$ cat src/rtl/stopwatch_pkg.sv
// Shared types and field limits for the stopwatch lap core.
package stopwatch_pkg;

  // Encoding is fixed: LAP=0, STOP=1, RUN=2, CLEAR=3.
  typedef enum logic [1:0] {
    LAP   = 2'd0,
    STOP  = 2'd1,
    RUN   = 2'd2,
    CLEAR = 2'd3
  } state_e;

  localparam int unsigned MSEC_MAX = 99;
  localparam int unsigned SEC_MAX  = 59;
  localparam int unsigned MIN_MAX  = 59;

  // Time advances in both the live-display and the frozen-display modes.
  function automatic logic is_counting(state_e s);
    return (s == RUN) || (s == LAP);
  endfunction

endpackage

$ cat src/rtl/stopwatch_lap_core_if.sv
// Control pulses in, displayed time and status out.
interface stopwatch_lap_core_if;
  logic       i_runstop;
  logic       i_clear;
  logic       i_lap;
  logic [6:0] o_msec;
  logic [5:0] o_sec;
  logic [5:0] o_min;
  logic [4:0] o_hour;
  logic       o_running;
  logic       o_lap_active;
  logic       o_wrap;

  modport master (
    output i_runstop, i_clear, i_lap,
    input  o_msec, o_sec, o_min, o_hour, o_running, o_lap_active, o_wrap
  );

  modport slave (
    input  i_runstop, i_clear, i_lap,
    output o_msec, o_sec, o_min, o_hour, o_running, o_lap_active, o_wrap
  );
endinterface

$ cat src/rtl/stopwatch_lap_core_tick_gen.sv
// Prescaler: counts 0..TICK_DIV-1 while enabled and emits a one-cycle tick
// on the terminal count. Holds when disabled; clear forces it back to 0.
module tick_gen #(
  parameter int unsigned TICK_DIV = 1_000_000
) (
  input  logic clk,
  input  logic reset,
  input  logic enable,
  input  logic clear,
  output logic tick
);
  localparam int unsigned CW = $clog2(TICK_DIV);
  localparam logic [CW-1:0] TC = CW'(TICK_DIV - 1);

  logic [CW-1:0] cnt_q, cnt_d;

  // Next prescaler value and terminal-count tick.
  always_comb begin
    cnt_d = cnt_q;
    tick  = 1'b0;
    if (clear) begin
      cnt_d = '0;
    end else if (enable) begin
      if (cnt_q == TC) begin
        tick  = 1'b1;
        cnt_d = '0;
      end else begin
        cnt_d = cnt_q + CW'(1);
      end
    end
  end

  // Prescaler register.
  always_ff @(posedge clk) begin
    if (reset) cnt_q <= '0;
    else       cnt_q <= cnt_d;
  end
endmodule

$ cat src/rtl/stopwatch_lap_core.sv
// Stopwatch with lap freeze: run/stop/clear/lap FSM, cascaded time fields
// (hundredths, seconds, minutes, hours) and a lap capture register.
// Counter updates depend on the current state only, so a tick landing on the
// same edge as a stop pulse is still counted.
module stopwatch_lap_core
  import stopwatch_pkg::*;
#(
  parameter int unsigned TICK_DIV = 1_000_000,
  parameter int unsigned HOUR_MAX = 23
) (
  input  logic                 clk,
  input  logic                 reset,
  stopwatch_lap_core_if.slave  bus
);
  localparam logic [6:0] MSEC_TC = 7'(MSEC_MAX);
  localparam logic [5:0] SEC_TC  = 6'(SEC_MAX);
  localparam logic [5:0] MIN_TC  = 6'(MIN_MAX);
  localparam logic [4:0] HOUR_TC = 5'(HOUR_MAX);

  state_e     state_q, state_d;
  logic [6:0] msec_q, msec_d, lap_msec_q, lap_msec_d;
  logic [5:0] sec_q, sec_d, lap_sec_q, lap_sec_d;
  logic [5:0] min_q, min_d, lap_min_q, lap_min_d;
  logic [4:0] hour_q, hour_d, lap_hour_q, lap_hour_d;
  logic       wrap_q, wrap_d;
  logic       tick;

  tick_gen #(.TICK_DIV(TICK_DIV)) u_tick (
    .clk    (clk),
    .reset  (reset),
    .enable (is_counting(state_q)),
    .clear  (state_q == CLEAR),
    .tick   (tick)
  );

  // Next state; per-state priority is clear > runstop > lap.
  always_comb begin
    state_d = state_q;
    unique case (state_q)
      STOP:    if (bus.i_clear) state_d = CLEAR;
               else if (bus.i_runstop) state_d = RUN;
      RUN:     if (bus.i_runstop) state_d = STOP;
               else if (bus.i_lap) state_d = LAP;
      LAP:     if (bus.i_runstop) state_d = STOP;
               else if (bus.i_lap) state_d = RUN;
      CLEAR:   state_d = STOP;
      default: state_d = STOP;
    endcase
  end

  // Time cascade, wrap detect and lap capture.
  always_comb begin
    msec_d     = msec_q;
    sec_d      = sec_q;
    min_d      = min_q;
    hour_d     = hour_q;
    wrap_d     = 1'b0;
    lap_msec_d = lap_msec_q;
    lap_sec_d  = lap_sec_q;
    lap_min_d  = lap_min_q;
    lap_hour_d = lap_hour_q;
    if (state_q == CLEAR) begin
      msec_d = '0;
      sec_d  = '0;
      min_d  = '0;
      hour_d = '0;
    end else if (tick) begin
      msec_d = msec_q + 7'd1;
      if (msec_q == MSEC_TC) begin
        msec_d = '0;
        sec_d  = sec_q + 6'd1;
        if (sec_q == SEC_TC) begin
          sec_d = '0;
          min_d = min_q + 6'd1;
          if (min_q == MIN_TC) begin
            min_d  = '0;
            hour_d = hour_q + 5'd1;
            if (hour_q == HOUR_TC) begin
              hour_d = '0;
              wrap_d = 1'b1;
            end
          end
        end
      end
    end
    // Capture the pre-increment value on entry to LAP.
    if (state_q == RUN && state_d == LAP) begin
      lap_msec_d = msec_q;
      lap_sec_d  = sec_q;
      lap_min_d  = min_q;
      lap_hour_d = hour_q;
    end
  end

  // State, counter, lap and wrap registers.
  always_ff @(posedge clk) begin
    if (reset) begin
      state_q    <= STOP;
      msec_q     <= '0;
      sec_q      <= '0;
      min_q      <= '0;
      hour_q     <= '0;
      lap_msec_q <= '0;
      lap_sec_q  <= '0;
      lap_min_q  <= '0;
      lap_hour_q <= '0;
      wrap_q     <= 1'b0;
    end else begin
      state_q    <= state_d;
      msec_q     <= msec_d;
      sec_q      <= sec_d;
      min_q      <= min_d;
      hour_q     <= hour_d;
      lap_msec_q <= lap_msec_d;
      lap_sec_q  <= lap_sec_d;
      lap_min_q  <= lap_min_d;
      lap_hour_q <= lap_hour_d;
      wrap_q     <= wrap_d;
    end
  end

  assign bus.o_msec       = (state_q == LAP) ? lap_msec_q : msec_q;
  assign bus.o_sec        = (state_q == LAP) ? lap_sec_q  : sec_q;
  assign bus.o_min        = (state_q == LAP) ? lap_min_q  : min_q;
  assign bus.o_hour       = (state_q == LAP) ? lap_hour_q : hour_q;
  assign bus.o_running    = is_counting(state_q);
  assign bus.o_lap_active = (state_q == LAP);
  assign bus.o_wrap       = wrap_q;
endmodule

$ cat src/flat_wrapper.sv
// flat-port wrapper written by rule: the top's interface ports become plain ports
module stopwatch_lap_core_flat import stopwatch_pkg::*;
#(
  parameter int unsigned TICK_DIV = 1_000_000,
  parameter int unsigned HOUR_MAX = 23
)
  (clk, reset, bus_i_runstop, bus_i_clear, bus_i_lap, bus_o_msec, bus_o_sec, bus_o_min, bus_o_hour, bus_o_running, bus_o_lap_active, bus_o_wrap);
  stopwatch_lap_core_if bus_i ();
  input  logic clk;
  input  logic reset;
  input wire logic [$bits(bus_i.i_runstop)-1:0] bus_i_runstop;
  input wire logic [$bits(bus_i.i_clear)-1:0] bus_i_clear;
  input wire logic [$bits(bus_i.i_lap)-1:0] bus_i_lap;
  output wire logic [$bits(bus_i.o_msec)-1:0] bus_o_msec;
  output wire logic [$bits(bus_i.o_sec)-1:0] bus_o_sec;
  output wire logic [$bits(bus_i.o_min)-1:0] bus_o_min;
  output wire logic [$bits(bus_i.o_hour)-1:0] bus_o_hour;
  output wire logic [$bits(bus_i.o_running)-1:0] bus_o_running;
  output wire logic [$bits(bus_i.o_lap_active)-1:0] bus_o_lap_active;
  output wire logic [$bits(bus_i.o_wrap)-1:0] bus_o_wrap;
  assign bus_i.i_runstop = bus_i_runstop;
  assign bus_i.i_clear = bus_i_clear;
  assign bus_i.i_lap = bus_i_lap;
  assign bus_o_msec = bus_i.o_msec;
  assign bus_o_sec = bus_i.o_sec;
  assign bus_o_min = bus_i.o_min;
  assign bus_o_hour = bus_i.o_hour;
  assign bus_o_running = bus_i.o_running;
  assign bus_o_lap_active = bus_i.o_lap_active;
  assign bus_o_wrap = bus_i.o_wrap;
  stopwatch_lap_core #(.TICK_DIV(TICK_DIV), .HOUR_MAX(HOUR_MAX)) u_core (.clk(clk), .reset(reset), .bus(bus_i));
endmodule
$ cat config.mk
export PLATFORM = sky130hd
export DESIGN_NAME = stopwatch_lap_core_flat
export DESIGN_NICKNAME = d
export VERILOG_FILES = /design/src/rtl/stopwatch_pkg.sv /design/src/rtl/stopwatch_lap_core_if.sv /design/src/rtl/stopwatch_lap_core_tick_gen.sv /design/src/rtl/stopwatch_lap_core.sv /design/src/flat_wrapper.sv
export SDC_FILE = /design/constraint.sdc
export NUM_CORES = 1
export LEC_CHECK = 0
export CORE_MARGIN = 2
export CORE_UTILIZATION = 57
export DETAILED_ROUTE_END_ITERATION = 16
export GPL_TIMING_DRIVEN = 0
export PLACE_DENSITY = 0.79
export SYNTH_ARGS = -nofsm -noshare
export SYNTH_HDL_FRONTEND = slang
export SYNTH_SLANG_ARGS = --single-unit
$ cat constraint.sdc
create_clock -name clk -period 3.85 [get_ports clk]
set_clock_uncertainty 0.15 [all_clocks]
set_input_delay 0.77 -clock clk [delete_from_list [all_inputs] [get_ports clk]]
set_output_delay 0.77 -clock clk [all_outputs]
set_load 0.03 [all_outputs]
## Word-level counts from Yosys, hierarchy flattened

Index checks and enable logic that the tools add are counted.

- Register bits after elaboration: 71
- Bits in latches: 0
- RAM bits: 0
- Memory bits (read-only): 0
- Input bits: 5
- Word-level logic and storage cells: 57
- Memories: 0

- Add/sub/neg operators: 5
- $mul: 0
- Div/mod/pow operators: 0
- $lt $le $gt $ge: 0
- Eq/ne operators: 8
- Shifts and indexed selects: 0
- Muxes and demuxes: 20
- Bitwise gates (word level): 4
- Reduce and logical (&&, ||, !) cells: 9

Operator list:

| kind | number |
|---|---|
| 6-bit 2-to-1 mux | 4 |
| 20-bit by 1-bit adder with 20-bit output (second input constant) | 1 |
| 20-bit equality test (second input constant) | 1 |
| 20-bit 2-to-1 mux | 1 |
| 7-bit 2-to-1 mux | 2 |
| 6-bit by 1-bit adder with 6-bit output (second input constant) | 2 |
| 6-bit equality test (second input constant) | 2 |
| 2-bit 2-to-1 mux | 6 |
| 5-bit 2-to-1 mux | 2 |
| 2-bit case mux with 4 select lines | 1 |
| 7-bit by 1-bit adder with 7-bit output (second input constant) | 1 |
| 7-bit equality test (second input constant) | 1 |
| 6-bit OR reduction | 1 |
| 5-bit by 1-bit adder with 5-bit output (second input constant) | 1 |
| 5-bit equality test (second input constant) | 1 |
| 2-bit equality test (second input constant) | 2 |
| 2-bit zero test | 2 |
| 1-bit 2-to-1 mux | 4 |
| 1-bit inverter | 4 |
| 4-bit AND reduction | 1 |
| 3-bit AND reduction | 1 |
| 2-bit by 1-bit equality test with 1-bit output (second input constant) | 1 |
| 2-bit AND reduction | 1 |
| 2-bit OR reduction | 1 |
| other kinds (2) | 2 |

## Longest topological paths before layout

- Word-level depth: 6
- Mapped depth: 8

## Hierarchy

A second synthesis with hierarchy kept.

- Cells, all modules: 392
- Area, all modules: 3420.8 um^2

Modules (own cells, without submodules):

| module | instances | cells an instance | area an instance (um^2) |
|---|---|---|---|
| stopwatch_lap_core | 1 | 286 | 2419.8 |
| tick_gen | 1 | 106 | 1001.0 |

## Worst setup path after synthesis

OpenSTA, ideal clock, no wires.

- Path type: reg2out
- Start point: register u_core.state_q[0]
- End point: output port bus_o_msec[2]
- Arrival: 1982 ps
- Data required time: 2930 ps
- Slack: 948 ps
- Cell stages (with the launch flop): 5
- Buffers on the path: 2
- Cell sequence: dfxtp_1 -> buf_1 -> nor2_1 -> clkbuf_1 -> o21ai_0

- Word-level cells in the longest chain between the ends: 2

Ends and longest elaborated chain:

| what | RTL line | RTL |
|---|---|---|
| from (decl) | stopwatch_lap_core.sv:20 | `state_e state_q, state_d;` |
| from (signal assigned) | stopwatch_lap_core.sv:109 | `state_q <= state_d;` |
| 2-bit zero test | - |  |
| via bus_o_lap_active | flat_wrapper.sv:19 | `output wire logic [$bits(bus_i.o_lap_active)-1:0] bus_o_lap_active;` |
| 7-bit 2-to-1 mux | stopwatch_lap_core.sv:122 | `assign bus.o_msec = (state_q == LAP) ? lap_msec_q : msec_q;` |
| to (decl) | flat_wrapper.sv:14 | `output wire logic [$bits(bus_i.o_msec)-1:0] bus_o_msec;` |

The timed path passes the listed nets, and every way through them passes these cells.

## Worst setup path after layout

- Start point: register u_core.state_q[0]
- End point: output port bus_o_min[4]

- Word-level cells in the longest chain between the ends: 2

Ends and longest elaborated chain:

| what | RTL line | RTL |
|---|---|---|
| 2-bit zero test | stopwatch_lap_core.sv:124 | `assign bus.o_min = (state_q == LAP) ? lap_min_q : min_q;` |
| 6-bit 2-to-1 mux | stopwatch_lap_core.sv:124 |  |
| to (decl) | flat_wrapper.sv:16 | `output wire logic [$bits(bus_i.o_min)-1:0] bus_o_min;` |

Every way passes these cells.

==> results.toml <==
[logic_synthesis]
synth_top_area_share_pct = 42.44
postSynth.topFlopCell = "sky130_fd_sc_hd__dfxtp_1"
mappedNetlistNets = 410
post_synth_main_area_contributors = "sky130_fd_sc_hd__dfxtp_1 42%, sky130_fd_sc_hd__nand2_1 8.2%, sky130_fd_sc_hd__mux2_2 7.7%"
synth_area_per_cell_um2 = 8.374
synth_cell_types = 42
synth_area_leader_cell = "sky130_fd_sc_hd__dfxtp_1"
sequential_share_of_the_synthesized_area_pct = 42.44
synth_area_um2 = 3349
asyncSetResetFlopFracSynth_pct = 0
number_of_flops_mapped_to_enable_cells_by_yosys = 0
synth_seq_cells = 71
synthCells = 400
ys_warnings = 0

[detailed_routing]
drc_errors = 0
routed_wire_length_mm = 7.331
viasPerCell = 5.638
antenna_left = 0
drt-wirelength-per-cell_um = 14.13
drt_first_iter_violations = 165
num_vias = 2926
first_pass_iters = 6

[global_route]
grt_max_degree = 13
track_usage_pct = 24.44
overflow = 0
grt_first_pass_wirelength_mm = 12.29
antenna_found_initial = 0
first_global_vias = 2694

[clocking]
cts_root_buffer = "sky130_fd_sc_hd__clkbuf_8"
cts_inserted_buffers = 9
cts-htree-levels = 3
clock_insertion_delay_worst_skew_ns = 0.35
clock_path_buffers = 2
tritoncts_clock_tree = "yes"
cts.sinks = 71
worst_setup_hold_path_clk_slew_ns = 0.07

[place]
placement.io_buffers = 31
place_worst_setup_slack_ns = 0.2355
hpwlAfterDp_mm = 5.164
dp_cells = 503
gp_congestion = 0.8778

[timing]
timing.max_slew.rel_slack_pct = 40.78
setup_ws_ns = 0.2196
finalHoldViolCount = 0
tns_ns = 0
timing_max_transition_violations_final = 0
post-route-period-util_pct = 94.30
timing.final.crit_period_ns = 3.630
fmaxAchievable_ghz = 0.2755
grt_setup_unrepaired = "false"
worst_slew_pin_slew_ns = 0.8801
setup_viol = 0

[critical_path]
critical-path-top-delay-family = "buffers and inverters"
crit_required_ns = 2.93
critical_path.slowest_cell = "sky130_fd_sc_hd__clkdlybuf4s50_1"
critical_path_buf_inv_count = 3
crit_arrival_ns = 2.71
highest_fanout_seen_on_the_critical_path = 10
timing.critical_path.from_type = "flop"
end_kind = "output pin"
worst_r2r_startpoint = "u_core.u_tick.cnt_q[8]"
critPathLaunch = "u_core.state_q[0]"
critical_path_class = "flop to output pin"
slowest_stage_delay_on_critical_path_ns = 0.60
cp_cell_sequence = "buf_1 > nor2_2 > clkbuf_2 > mux2_2 > clkdlybuf4s50_1"

[power]
static-leakage-power_nw = 1.368
ir_drop_v = 0.0003416
totalPowerFinal_mw = 1.438
p_per_area_nw_per_um2 = 362.5

[die]
starting_utilization_of_the_core_area_pct = 60.09
die_w_um = 80.66
chipHeight_um = 80.66
dieArea_um2 = 6505
placement_rows = 27
top_level_i_o_count = 32
placeableCoreArea_um2 = 5574

[hold_path]
startpoint_of_the_most_critical_hold_path = "u_core.lap_msec_q[5]"
timing.hold.worst.class = "flop to flop"

[cells_and_area]
multiInputGateArea_um2 = 1827
finish.cell_count_without_fillers = 519
n_fill_cell = 458
flow.area_growth_from_synthesis_pct = 18.45
finalNetCount = 452
final_common_cell = "sky130_fd_sc_hd__nand2_1"
layout.area.seq_um2 = 1421
most-common-layout-cells = "73 x sky130_fd_sc_hd__nand2_1, 71 x sky130_fd_sc_hd__dfxtp_1, 37 x sky130_fd_sc_hd__nor2_1, 35 x sky130_fd_sc_hd__a21oi_1, 31 x sky130_fd_sc_hd__clkdlybuf4s50_1"
drive_above_1_share_pct = 9.843
insertedDiodeCount = 0

[run_status]
outcome = "complete, no violations"

[flow_run]
maxCapViolations = 0
==> path summary, 6_finish.rpt <==
kind,to,slack [ns],depth (start not counted)
worst max-delay path,bus_o_min[4],0.22,5
worst min-delay path,u_core.lap_msec_q[5],0.31,2
worst max register to register,u_core.min_q[2],0.86,7
worst min register to register,u_core.lap_msec_q[5],0.31,2
==> tightest hold or removal path, stage by stage, from the launching register on <==
cell and delay [ns]:
sky130_fd_sc_hd__dfxtp_1 0.31, sky130_fd_sc_hd__nand2_1 0.05, sky130_fd_sc_hd__a21oi_1 0.05
==> cell usage after synthesis, drive strengths merged, types with 6 or more instances <==
cell,number
a21oi,35
clkbuf,18
nand2,73
nand4,10
dfxtp,71
xnor2,12
nand3,14
nor3,8
mux2,23
inv,6
o21ai,11
xor2,13
mux2i,6
nor2,38
==> registers in the layout, indices dropped and copies added (netlist names) <==
register	cells
u_core.bus.o_wrap	1
u_core.hour_q	5
u_core.lap_hour_q	5
u_core.lap_min_q	6
u_core.lap_msec_q	7
u_core.lap_sec_q	6
u_core.min_q	6
u_core.msec_q	7
u_core.sec_q	6
u_core.state_q	2
u_core.u_tick.cnt_q	20
==> power by group <==
part           leakage, nW  switching [mW]  internal [mW]  total [mW]
clock network        0.102           0.281          0.362       0.643
logic                0.694          0.0376         0.0181      0.0557
registers            0.572         0.00337          0.736       0.739
total                 1.37           0.322           1.12        1.44
==> layer usage <==
layer  routed length (um)  GRT usage, %  vias to the layer above
li1                     -             -                     1477
met1                 3452         30.67                     1389
met2                 3505         39.92                       49
met3                  259         7.303                       11
met4                  114         8.305                        0
met5                    0             0                        -
==> what timing repair did <==
item	CTS	global route
resized for setup	2	2
buffers inserted	0	0
gates cloned	0	0
setup endpoints to repair	18	8
hold buffers	0	0
pin swaps	0	0
hold endpoints to repair	0	0
==> stage by stage <==
step	cell area (um^2)	hold WS, ns	util, %
floorplan	3349	0.2829	-
global placement	3750	0.2879	67.27
detailed placement	3750	0.2966	67.27
CTS	3966	0.3084	71.16
global route	3968	0.3251	71.18
finish	3968	0.3057	71.18
==> cell families after synthesis <==
logic type,synth area share [%]
and+or+nand+nor,27.34
DFF,42.44
AOI/OAI and AO/OA,9.189
muxes,9.526
buffers and inverters,3.100
xor gates and xnor gates,6.537
adders and majority gates,1.868
==> cell type report <==
cell class                      instances  area share [%]
Multi-Input combinational cell        302           46.04
Sequential cell                        71           35.82
Timing Repair Buffer                   31           7.821
Clock buffer                           10           3.217
Tap cell                               72           2.271
Clock inverter                          6           2.144
Buffer                                 21           2.113
Inverter                                6          0.5676
Power figures use the tool's default switching activity.
